File: config.mk
export PLATFORM = sky130hd
export DESIGN_NAME = lcd_frame_scheduler
export DESIGN_NICKNAME = d
export VERILOG_FILES = /design/src/rtl/lcd_pkg.sv /design/src/rtl/pixel_skid_buf.sv /design/src/rtl/lcd_frame_scheduler.sv
export SDC_FILE = /design/constraint.sdc
export NUM_CORES = 1
export LEC_CHECK = 0
export CAP_MARGIN = 20
export CORE_MARGIN = 3
export CORE_UTILIZATION = 50
export CTS_CLUSTER_DIAMETER = 200
export DETAILED_ROUTE_END_ITERATION = 8
export GPL_ROUTABILITY_DRIVEN = 0
export PLACE_DENSITY_LB_ADDON = 0.15
export SYNTH_ARGS = -nofsm -noshare
export SYNTH_HDL_FRONTEND = slang
export SYNTH_SLANG_ARGS = --single-unit
export TNS_END_PERCENT = 5
File: constraint.sdc
create_clock -name clock -period 2.3 [get_ports clock]
set_input_delay 0.575 -clock clock [delete_from_list [all_inputs] [get_ports clock]]
set_output_delay 0.575 -clock clock [all_outputs]
set_load 0.02 [all_outputs]
File: src/rtl/lcd_pkg.sv
// Shared LCD geometry, pixel payload and frame-state types for the scan
// scheduler and the sprite generators.
package lcd_pkg;
  localparam int LCD_WIDTH  = 240;
  localparam int LCD_HEIGHT = 320;
  localparam int RGB_W      = 16;
  localparam int X_W        = 8;
  localparam int Y_W        = 9;
  localparam logic [RGB_W-1:0] TRANSPARENT = 16'h0000;

  typedef enum logic [1:0] {IDLE, STREAM, DRAIN, DONE} frameState_t;

  typedef struct packed {
    logic [RGB_W-1:0] rgb;
    logic [X_W-1:0]   x;
    logic [Y_W-1:0]   y;
    logic             last;
  } pixel_t;
endpackage

File: src/rtl/pixel_skid_buf.sv
// One-entry hold buffer in front of an output register; inReady is purely
// registered, and inReadyNext tells the producer what it will be next cycle.
module pixel_skid_buf
  import lcd_pkg::*;
(
  input  logic   clock,
  input  logic   resetn,
  input  logic   inValid,
  input  pixel_t inData,
  output logic   inReady,
  output logic   inReadyNext,
  output logic   outValid,
  output pixel_t outData,
  input  logic   outReady
);
  logic   holdValid;
  pixel_t holdData;
  logic   push, outFree;

  assign inReady     = !holdValid;
  assign push        = inValid && inReady;
  assign outFree     = !outValid || outReady;
  // Hold is occupied next cycle only if the output is stuck and something is
  // already held or arriving now.
  assign inReadyNext = !((holdValid || push) && !outFree);

  always_ff @(posedge clock) begin
    if (!resetn) begin
      holdValid <= 1'b0;
      holdData  <= '0;
      outValid  <= 1'b0;
      outData   <= '0;
    end else if (outFree) begin
      if (holdValid) begin
        outData   <= holdData;
        outValid  <= 1'b1;
        holdValid <= 1'b0;
      end else begin
        outValid <= push;
        if (push) outData <= inData;
      end
    end else if (push) begin
      holdData  <= inData;
      holdValid <= 1'b1;
    end
  end
endmodule

File: src/rtl/lcd_frame_scheduler.sv
// Raster scan for one LCD frame: drives the sprite ROM addresses, absorbs their
// one-cycle latency and streams composed pixels to the LCD driver.
module lcd_frame_scheduler #(
  parameter int LCD_WIDTH  = lcd_pkg::LCD_WIDTH,
  parameter int LCD_HEIGHT = lcd_pkg::LCD_HEIGHT,
  parameter logic [lcd_pkg::RGB_W-1:0] BG_COLOUR = 16'h0000
) (
  input  logic                      clock,
  input  logic                      resetn,
  input  logic                      frameStart,
  output logic [lcd_pkg::X_W-1:0]   xAddLCD,
  output logic [lcd_pkg::Y_W-1:0]   yAddLCD,
  input  logic [lcd_pkg::RGB_W-1:0] shipData,
  input  logic [lcd_pkg::RGB_W-1:0] overlayData,
  output logic [lcd_pkg::RGB_W-1:0] pixelOut,
  output logic [lcd_pkg::X_W-1:0]   pixelX,
  output logic [lcd_pkg::Y_W-1:0]   pixelY,
  output logic                      pixelWrite,
  input  logic                      pixelReady,
  output logic                      pixelLast,
  output logic                      frameBusy,
  output logic                      frameDone
);
  localparam int XW = lcd_pkg::X_W;
  localparam int YW = lcd_pkg::Y_W;
  localparam logic [XW-1:0] X_MAX = XW'(LCD_WIDTH - 1);
  localparam logic [YW-1:0] Y_MAX = YW'(LCD_HEIGHT - 1);

  lcd_pkg::frameState_t state, stateNext;
  lcd_pkg::pixel_t      skidIn, skidOut;

  // A: address on the bus (aSeen once the ROM has sampled it).
  // B: previous address whose data is on the bus now, always accepted.
  logic          aValid, aSeen, bValid, bLast;
  logic [XW-1:0] bX;
  logic [YW-1:0] bY;
  logic          aLast, cand, pushOk, aPending, adv;
  logic          skidInReady, skidInReadyNext;

  assign aLast    = (xAddLCD == X_MAX) && (yAddLCD == Y_MAX);
  assign cand     = bValid || (aValid && aSeen);
  assign pushOk   = cand && skidInReady;
  assign aPending = aValid && !(pushOk && !bValid);
  // Issuing a new address turns a pending A into B, which must find a slot.
  assign adv      = (state == lcd_pkg::STREAM) && !aLast &&
                    (!aPending || skidInReadyNext);

  always_comb begin
    skidIn      = '0;
    skidIn.x    = bValid ? bX : xAddLCD;
    skidIn.y    = bValid ? bY : yAddLCD;
    skidIn.last = bValid ? bLast : aLast;
    if (overlayData != lcd_pkg::TRANSPARENT)   skidIn.rgb = overlayData;
    else if (shipData != lcd_pkg::TRANSPARENT) skidIn.rgb = shipData;
    else                                       skidIn.rgb = BG_COLOUR;
  end

  always_comb begin
    stateNext = state;
    frameBusy = 1'b0;
    frameDone = 1'b0;
    case (state)
      lcd_pkg::IDLE:   if (frameStart) stateNext = lcd_pkg::STREAM;
      lcd_pkg::STREAM: begin
        frameBusy = 1'b1;
        if (aLast) stateNext = lcd_pkg::DRAIN;
      end
      lcd_pkg::DRAIN: begin
        frameBusy = 1'b1;
        if (pixelWrite && pixelReady && pixelLast) stateNext = lcd_pkg::DONE;
      end
      lcd_pkg::DONE: begin
        frameDone = 1'b1;
        stateNext = lcd_pkg::IDLE;
      end
      default: stateNext = lcd_pkg::IDLE;
    endcase
  end

  always_ff @(posedge clock) begin
    if (!resetn) begin
      state   <= lcd_pkg::IDLE;
      xAddLCD <= '0;
      yAddLCD <= '0;
      aValid  <= 1'b0;
      aSeen   <= 1'b0;
      bValid  <= 1'b0;
      bX      <= '0;
      bY      <= '0;
      bLast   <= 1'b0;
    end else begin
      state <= stateNext;
      if (state == lcd_pkg::IDLE && frameStart) begin
        xAddLCD <= '0;
        yAddLCD <= '0;
        aValid  <= 1'b1;
        aSeen   <= 1'b0;
        bValid  <= 1'b0;
      end else if (adv) begin
        bValid  <= aPending;
        bX      <= xAddLCD;
        bY      <= yAddLCD;
        bLast   <= aLast;
        xAddLCD <= (xAddLCD == X_MAX) ? '0 : xAddLCD + 1'b1;
        yAddLCD <= (xAddLCD == X_MAX) ? yAddLCD + 1'b1 : yAddLCD;
        aValid  <= 1'b1;
        aSeen   <= 1'b0;
      end else begin
        // Address held: the ROM re-reads it, so its data is on the bus next cycle.
        bValid <= 1'b0;
        aValid <= aPending;
        aSeen  <= aPending;
      end
    end
  end

  pixel_skid_buf uSkid (
    .clock       (clock),
    .resetn      (resetn),
    .inValid     (cand),
    .inData      (skidIn),
    .inReady     (skidInReady),
    .inReadyNext (skidInReadyNext),
    .outValid    (pixelWrite),
    .outData     (skidOut),
    .outReady    (pixelReady)
  );

  assign pixelOut  = skidOut.rgb;
  assign pixelX    = skidOut.x;
  assign pixelY    = skidOut.y;
  assign pixelLast = skidOut.last;
endmodule

==> impl_metrics.json, run 1 <==
{
  "ys_seq_area_frac": 0.4591,
  "end_kind": "output pin",
  "drive_gt1_frac": 0.09760,
  "async_flop_share": 0,
  "grt_pass1_vias": 4112,
  "h-tree-depth": 3,
  "fill_cells": 808,
  "cp-endpoint": "yAddLCD[2]",
  "vias_per_cell": 5.433,
  "cts.sinks": 110,
  "drt_pass1_iterations": 5,
  "comb_power_share": 0.246,
  "final-seq-area_um2": 2202,
  "crit_chain": "clkdlybuf4s50_1",
  "synth_edf_count": 0,
  "max_freq_mhz": 457.7,
  "syn_nets": 612,
  "ctsHoldBuffers": 0,
  "rsz0062_at_grt": "false",
  "maxCapViolCount": 0,
  "rows": 35,
  "finalCritPeriodShare": 0.9499,
  "intPower_uw": 2973,
  "final_cells": 795,
  "dieArea_um2": 10810,
  "reg2reg_to": "yAddLCD[3]",
  "synthDistinctLibCells": 41,
  "holdCritPathClass": "register to register",
  "synth.avg_cell_area_um2": 8.431,
  "die_height_um": 104.0,
  "drtIter0Drc": 228,
  "required_ps": 1730,
  "p_sw_uw": 1358,
  "layout_min_cycle_time_ps": 2185,
  "vias": 4319,
  "p_leak_uw": 0.002051,
  "tightest_slew_ps": 500.4,
  "cp.arrival_ps": 1610,
  "cts_tree": "done",
  "grt_overflow": 0,
  "final-setup-viol-count": 0,
  "relSlewSlack": 0.6664,
  "post-route-drc-count": 0,
  "ant_nets": 0,
  "startpoint": "yAddLCD[2]",
  "cts.reportedPaths.clkPinSlew_ps": 110,
  "grtUsageTotal": 0.2185,
  "cp_slowest_cell": "clkdlybuf4s50_1",
  "clk_path_buf_depth": 2,
  "layout_common_cells": "110 x dfxtp_1, 87 x clkdlybuf4s50_1, 86 x nand2_1",
  "numCtsBuffers": 9,
  "max_stage_delay_ps": 680,
  "cp_max_fo": 10,
  "start_kind": "register",
  "grt_pass1_wl_um": 20040,
  "initial_core_util": 0.5167,
  "synth_area_um2": 4797,
  "synth-warning-count": 0,
  "cts_setup_buffers": 0,
  "die_x_um": 104.0,
  "drv_slew": 0,
  "total_power_uw": 4331,
  "dp_hpwl_um": 8518,
  "swShare": 0.3135,
  "grt_antenna_before_repair": 0,
  "cp_num_buf_inv": 1,
  "dp_slack_ps": -30.13,
  "synthFlopType": "dfxtp_1",
  "r2r-start": "xAddLCD[1]",
  "area_growth_pct": 28.85,
  "ys_ff_latch": 110,
  "pin_count": 90,
  "min_from": "uSkid.outData[15]",
  "path_class": "register to output pin",
  "pwr_density_cell_nw_per_um2": 700.6,
  "hold_violations": 0,
  "skew_ps": 17.01,
  "antenna_cells": 0,
  "cp.depth": 1,
  "cts-root-buf": "clkbuf_8",
  "portBuffers": 89,
  "wl_per_cell_um": 14.74,
  "syn_inst": 569,
  "placedCellCount": 779,
  "final_common_cell": "dfxtp_1",
  "core_um2": 9284,
  "ir_worst_vdd_mv": 0.6168,
  "finalWorstSetupSlack_ps": 115.1,
  "final_nets": 704,
  "multi_input_area_um2": 2417,
  "clkPwrFrac": 0.276,
  "r2r_cells": 7,
  "path_delay_family": "buffers and inverters",
  "clock_latency_ps": 370,
  "wirelength_um": 11720,
  "r2r_slack_ps": 200,
  "post_cts_resize_count": 1,
  "seq_power_share": 0.478,
  "status": "complete, no violations",
  "grt_max_degree": 69
}
per-layer routing:
layer,up-vias,global-route usage,part of all wire
li1,2203,-,-
met1,2031,0.3061,0.47
met2,81,0.3547,0.48
met3,4,0.04159,0.041
met4,0,0.04274,0.0050
met5,-,0,0
registers in the layout (all words and copies together) (netlist names):
name,flops
uSkid.outValid,1
bY,9
state,2
bX,8
aValid,1
uSkid.holdData,34
aSeen,1
xAddLCD,8
bValid,1
uSkid.holdValid,1
yAddLCD,9
uSkid.outData,34
bLast,1
how the worst min path moves through the flow:
| stage | endpoint | slack (ps) | cells past startpoint |
|---|---|---|---|
| after floorplan | bX[0] | 440 | 2 |
| after global placement | uSkid.outData[7] | 440 | 2 |
| after detailed placement | uSkid.outData[4] | 450 | 2 |
| after CTS | uSkid.outData[4] | 460 | 2 |
| after global routing | uSkid.outData[5] | 480 | 2 |
| final | uSkid.outData[15] | 460 | 2 |
kinds of logic (layout without fill, tap and decap cells):
kind of cell | Yosys count | after routing | share of synthesized area
simple gates | 197 | 197 | 0.2074
compound gates | 178 | 178 | 0.2165
flops | 110 | 110 | 0.4591
buf+inv | 47 | 144 | 0.03886
mux | 20 | 20 | 0.04173
xor+xnor | 10 | 10 | 0.01826
fa+ha+maj | 7 | 7 | 0.01826
layout make-up:
class | count | share of cell area
clock buffers | 10 | 0.02065
clock inverters | 6 | 0.01296
inverters | 6 | 0.003644
multi-input cells | 412 | 0.3911
flip-flops and latches | 110 | 0.3563
well taps | 129 | 0.02611
repair buffers | 122 | 0.1893
metrics by stage:
step           area, um^2  TNS (ps)  hold WS, ps  utilization
6_report             6181         0        455.4       0.6658
5_1_grt              6181         0        479.7       0.6658
4_1_cts              6181         0        459.9       0.6658
3_5_place_dp         5974    -66.87        446.2       0.6435
3_3_place_gp         5974         0        439.8       0.6435
2_1_floorplan        4797         0        443.7            -
cells in the mapped netlist, drive strengths merged (2+ instances only):
master | instances | area, um^2
a211oi | 19 | 142.6
a21oi | 75 | 379.1
a31o | 5 | 43.79
a31oi | 5 | 31.28
and3 | 5 | 32.53
and4 | 3 | 26.28
buf | 13 | 58.81
clkbuf | 28 | 105.1
dfxtp | 110 | 2202
ha | 7 | 87.58
inv | 6 | 22.52
mux2i | 20 | 200.2
nand2 | 86 | 322.8
nand2b | 3 | 18.77
nand3 | 24 | 125.1
nand3b | 18 | 135.1
nor2 | 42 | 160.2
nor3 | 3 | 26.28
nor4 | 8 | 92.58
o211ai | 17 | 127.6
o21ai | 52 | 271.5
o31ai | 2 | 15.01
xnor2 | 10 | 87.58
power by group through the flow:
stage          Combinational [uW]  Sequential (uW)  Clock [uW]
2_1_floorplan                 553             2190           0
3_3_place_gp                 1060             2110           0
3_5_place_dp                 1080             2110           0
4_1_cts                      1070             2070        1230
5_1_grt                      1170             2090        1290
6_report                     1070             2070        1190
Power figures use the tool's default switching activity.
==> run 2: changes to the inputs <==
CORE_UTILIZATION = 30   (was 50)
clock period = 2.1 ns   (was 2.3 ns; I/O delays follow)
==> impl_metrics.json, run 2 (synthesis gave the netlist of run 1 again) <==
{
  "dieArea_um2": 17540,
  "status": "complete, no violations",
  "pin_count": 90,
  "maxCapViolCount": 0,
  "grt_overflow": 0,
  "cp.arrival_ps": 1510,
  "initial_core_util": 0.3109,
  "final-setup-viol-count": 0,
  "portBuffers": 89,
  "multi_input_area_um2": 2420,
  "fill_cells": 1549,
  "final_cells": 884,
  "drt_pass1_iterations": 4,
  "top_regs": "uSkid.holdData (34), uSkid.outData (34)",
  "area_growth_pct": 33.41,
  "die_x_um": 132.5,
  "clkPwrFrac": 0.320,
  "cts-root-buf": "clkbuf_16",
  "wirelength_um": 12710,
  "cp_num_buf_inv": 1,
  "cp_max_fo": 7,
  "required_ps": 1570,
  "intPower_uw": 3501,
  "seq_power_share": 0.448,
  "grt_pass1_wl_um": 20840,
  "h-tree-depth": 3,
  "dp_hpwl_um": 9117,
  "skew_ps": 4.015,
  "drv_slew": 0,
  "final_common_cell": "dfxtp_1",
  "max_stage_delay_ps": 670,
  "placedCellCount": 868,
  "die_height_um": 132.5,
  "wl_per_cell_um": 14.38,
  "post-route-drc-count": 0,
  "path_class": "register to output pin",
  "antenna_cells": 0,
  "hold_violations": 0,
  "grt_pass1_vias": 4005,
  "start_kind": "register",
  "grt_antenna_before_repair": 0,
  "pwr_density_cell_nw_per_um2": 792.0,
  "grtUsageTotal": 0.1447,
  "vias_per_cell": 4.837,
  "tightest_slew_ps": 661.9,
  "comb_power_share": 0.232,
  "p_leak_uw": 0.002132,
  "layout_common_cells": "107 x dfxtp_1, 86 x nand2_1, 86 x clkdlybuf4s50_1",
  "drive_gt1_frac": 0.1129,
  "core_um2": 15430,
  "end_kind": "output pin",
  "ant_nets": 0,
  "final-seq-area_um2": 2206,
  "grt_max_degree": 71,
  "ir_worst_vdd_mv": 0.6188,
  "final_nets": 711,
  "clock_latency_ps": 360,
  "cts.sinks": 110,
  "cts_tree": "done",
  "rows": 45,
  "holdCritPathClass": "register to register",
  "rsz0062_at_grt": "true",
  "path_delay_family": "buffers and inverters",
  "swShare": 0.3093,
  "cts_setup_buffers": 0,
  "layout_min_cycle_time_ps": 2034,
  "cts.reportedPaths.clkPinSlew_ps": 70,
  "vias": 4276,
  "total_power_uw": 5069,
  "drtIter0Drc": 225,
  "p_sw_uw": 1568,
  "relSlewSlack": 0.5588,
  "crit_chain": "clkdlybuf4s50_1",
  "numCtsBuffers": 9,
  "max_freq_mhz": 491.7,
  "clk_path_buf_depth": 2,
  "cp_slowest_cell": "clkdlybuf4s50_1",
  "ctsHoldBuffers": 0,
  "finalCritPeriodShare": 0.9684
}
## run 2: per-stage QoR
stage	setup slack [ps]	TNS, ps	utilization	hold WS (ps)	instance area, um^2
finish	66.31	0	0.4148	450.9	6400
global route	-2.295	-3.662	0.4148	476.4	6400
CTS	14.76	0	0.4145	456.8	6395
detailed placement	-160.5	-3432	0.3967	446.4	6120
global placement	-129.7	-2827	0.3967	444.8	6120
floorplan	30.42	0	-	443.7	4800
## run 2: worst register-to-register path, stage by stage, from the launching register on
cell and delay, ps:
dfxtp_2 330, ha_1 190, nand3_2 130, or4_4 580, nor4_4 380, a21oi_1 110
a31o_1 190
## run 2: worst paths after layout
kind                     start           endpoint  slack [ps]  cells after the start
max                 yAddLCD[7]         yAddLCD[7]          70                      1
max reg2reg         xAddLCD[0]         yAddLCD[5]          90                      6
min          uSkid.outData[15]  uSkid.outData[15]         450                      2
min reg2reg  uSkid.outData[15]  uSkid.outData[15]         450                      2
## run 2: layer usage
| metal | part of all wire | track usage |
|---|---|---|
| met2 | 0.44 | 0.2147 |
| met5 | 0 | 0 |
| met3 | 0.039 | 0.02624 |
| met1 | 0.50 | 0.2063 |
| met4 | 0.021 | 0.06120 |
## run 2: area by class of cell
cell class	count	share of cell area
inverters	6	0.003519
well taps	211	0.04125
multi-input cells	412	0.3781
flip-flops and latches	110	0.3447
clock buffers	10	0.03578
clock inverters	6	0.007234
repair buffers	129	0.1894
## run 2: repair_timing
action	in CTS	in global routing
gates resized for setup	2	2
endpoints found under the setup margin	2	3
pin swaps	0	1
## run 2: power groups by stage
stage | combinational (uW) | sequential [uW] | clock, uW
after floorplan | 605 | 2400 | 0
after global placement | 1190 | 2320 | 0
after detailed placement | 1200 | 2320 | 0
after CTS | 1190 | 2270 | 1680
after global routing | 1280 | 2290 | 1770
final | 1170 | 2270 | 1620
==> run 3: changes to the inputs <==
CELL_PAD_IN_SITES_DETAIL_PLACEMENT = 0   (was default)
CELL_PAD_IN_SITES_GLOBAL_PLACEMENT = 1   (was default)
==> impl_metrics.json, run 3 (synthesis gave the netlist of run 1 again) <==
{
  "drt_pass1_iterations": 4,
  "hold_violations": 0,
  "tightest_slew_ps": 505.1,
  "wirelength_um": 13180,
  "hold_depth": 2,
  "status": "complete, no violations",
  "pwr_density_cell_nw_per_um2": 790.6,
  "vias_per_cell": 4.866,
  "r2r_cells": 6,
  "rsz0062_at_grt": "true",
  "layout_common_cells": "107 x dfxtp_1, 87 x clkdlybuf4s50_1, 86 x nand2_1",
  "vias": 4311,
  "holdCritPathClass": "register to register",
  "h-tree-depth": 3,
  "fin_setup_tns_ps": 0,
  "total_power_uw": 5090,
  "cts.reportedPaths.clkPinSlew_ps": 70,
  "placedCellCount": 870,
  "initial_core_util": 0.3109,
  "cp_num_buf_inv": 2,
  "grt_max_degree": 71,
  "grt_pass1_vias": 4092,
  "final_nets": 713,
  "relSlewSlack": 0.6633,
  "pin_count": 90,
  "ant_nets": 0,
  "grt_antenna_before_repair": 0,
  "final-setup-viol-count": 0,
  "grt_overflow": 0,
  "cp_max_fo": 4,
  "dieArea_um2": 17540,
  "rows": 45,
  "final_common_cell": "dfxtp_1",
  "crit_chain": "buf_4, clkdlybuf4s50_1",
  "dp_hpwl_um": 9426,
  "cts.sinks": 110,
  "max_stage_delay_ps": 600,
  "cts_setup_buffers": 0,
  "ctsHoldBuffers": 0,
  "p_leak_uw": 0.002137,
  "startpoint": "yAddLCD[3]",
  "min_from": "uSkid.outData[11]",
  "finalCritPeriodShare": 0.9681,
  "grt_pass1_wl_um": 21770,
  "die_height_um": 132.5,
  "required_ps": 1570,
  "layout_min_cycle_time_ps": 2033,
  "ir_worst_vdd_mv": 0.5157,
  "maxCapViolCount": 0,
  "reg2reg_to": "yAddLCD[5]",
  "cp_slowest_cell": "clkdlybuf4s50_1",
  "antenna_cells": 0,
  "final_cells": 886,
  "die_x_um": 132.5,
  "path_class": "register to output pin",
  "end_kind": "output pin",
  "grtUsageTotal": 0.1514,
  "max_freq_mhz": 491.9,
  "portBuffers": 89,
  "start_kind": "register",
  "clk_path_buf_depth": 2,
  "drive_gt1_frac": 0.1141,
  "path_delay_family": "buffers and inverters",
  "r2r-start": "xAddLCD[1]",
  "drv_slew": 0,
  "top_regs": "uSkid.holdData (34), uSkid.outData (34)",
  "cp.arrival_ps": 1510,
  "numCtsBuffers": 9,
  "skew_ps": 8.382,
  "cts_tree": "done",
  "holdPathEnd": "uSkid.outData[11]",
  "drtIter0Drc": 248,
  "area_growth_pct": 34.19,
  "wl_per_cell_um": 14.88,
  "core_um2": 15430,
  "post-route-drc-count": 0,
  "clock_latency_ps": 350,
  "r2r_slack_ps": 120,
  "cts-root-buf": "clkbuf_16"
}
==> run 3: changes by cell type in the layout (fill, tap and decap cells not counted), sizes merged <==
cell           delta
buf               +2
clkbuf            +1
clkdlybuf4s50     +1
clkinv            +2
clkinvlp          -1
dlymetal6s2s      -1
inv               -2
==> run 3: worst max-delay path by stage <==
stage / cells after the start / end / slack [ps]
floorplan: 6 / yAddLCD[7] / 30
global placement: 7 / bX[7] / -100
detailed placement: 7 / bX[7] / -140
CTS: 1 / xAddLCD[4] / 20
global route: 6 / yAddLCD[5] / -0.4
finish: 2 / yAddLCD[3] / 70
==> run 3: routing by layer <==
metal  vias to the layer above  global-route usage  part of all wire  wire length, um
met3                        13             0.02395             0.029              380
met4                         0             0.05139             0.016              208
li1                       2221                   -                 -                -
met5                         -                   0                 0                0
met1                      2019              0.2133              0.51             6708
met2                        58              0.2368              0.45             5887
==> run 3: cell type report <==
type                       instances  area (um^2)
inverter                           6        22.52
tap                              211        264.0
clock buffer                      11        242.7
clock inverter                     5        35.03
fill                            1588         8990
multi-input combinational        412         2417
sequential                       110         2206
timing repair buffer             131         1250
==> run 3: worst min-delay path: stages (launching register included) <==
cell     delay (ps)
dfxtp_1         310
nand2_1          50
a21oi_1          50
==> run 3: through the flow <==
stage               instance area [um^2]  utilization  setup slack, ps  hold slack, ps
finish                              6437       0.4173            66.96           451.8
detailed placement                  6160       0.3993           -139.5           447.6
global route                        6437       0.4173          -0.3504           475.3
floorplan                           4800            -            30.42           443.7
global placement                    6160       0.3993           -98.31           443.3
CTS                                 6436       0.4172            17.22           455.9
==> run 3: timing repair <==
item	4_1_cts	5_1_grt
gates resized for setup	1	1
setup endpoints to repair	1	3
pin swaps	0	1
==> run 3: power breakdown <==
group,leakage [uW],internal [uW],switching [uW],total (uW)
Combinational,0.00111,503,692,1200
Sequential,0.000889,2200,74.1,2270
Clock,0.000135,839,786,1630
Total,0.00214,3540,1550,5090
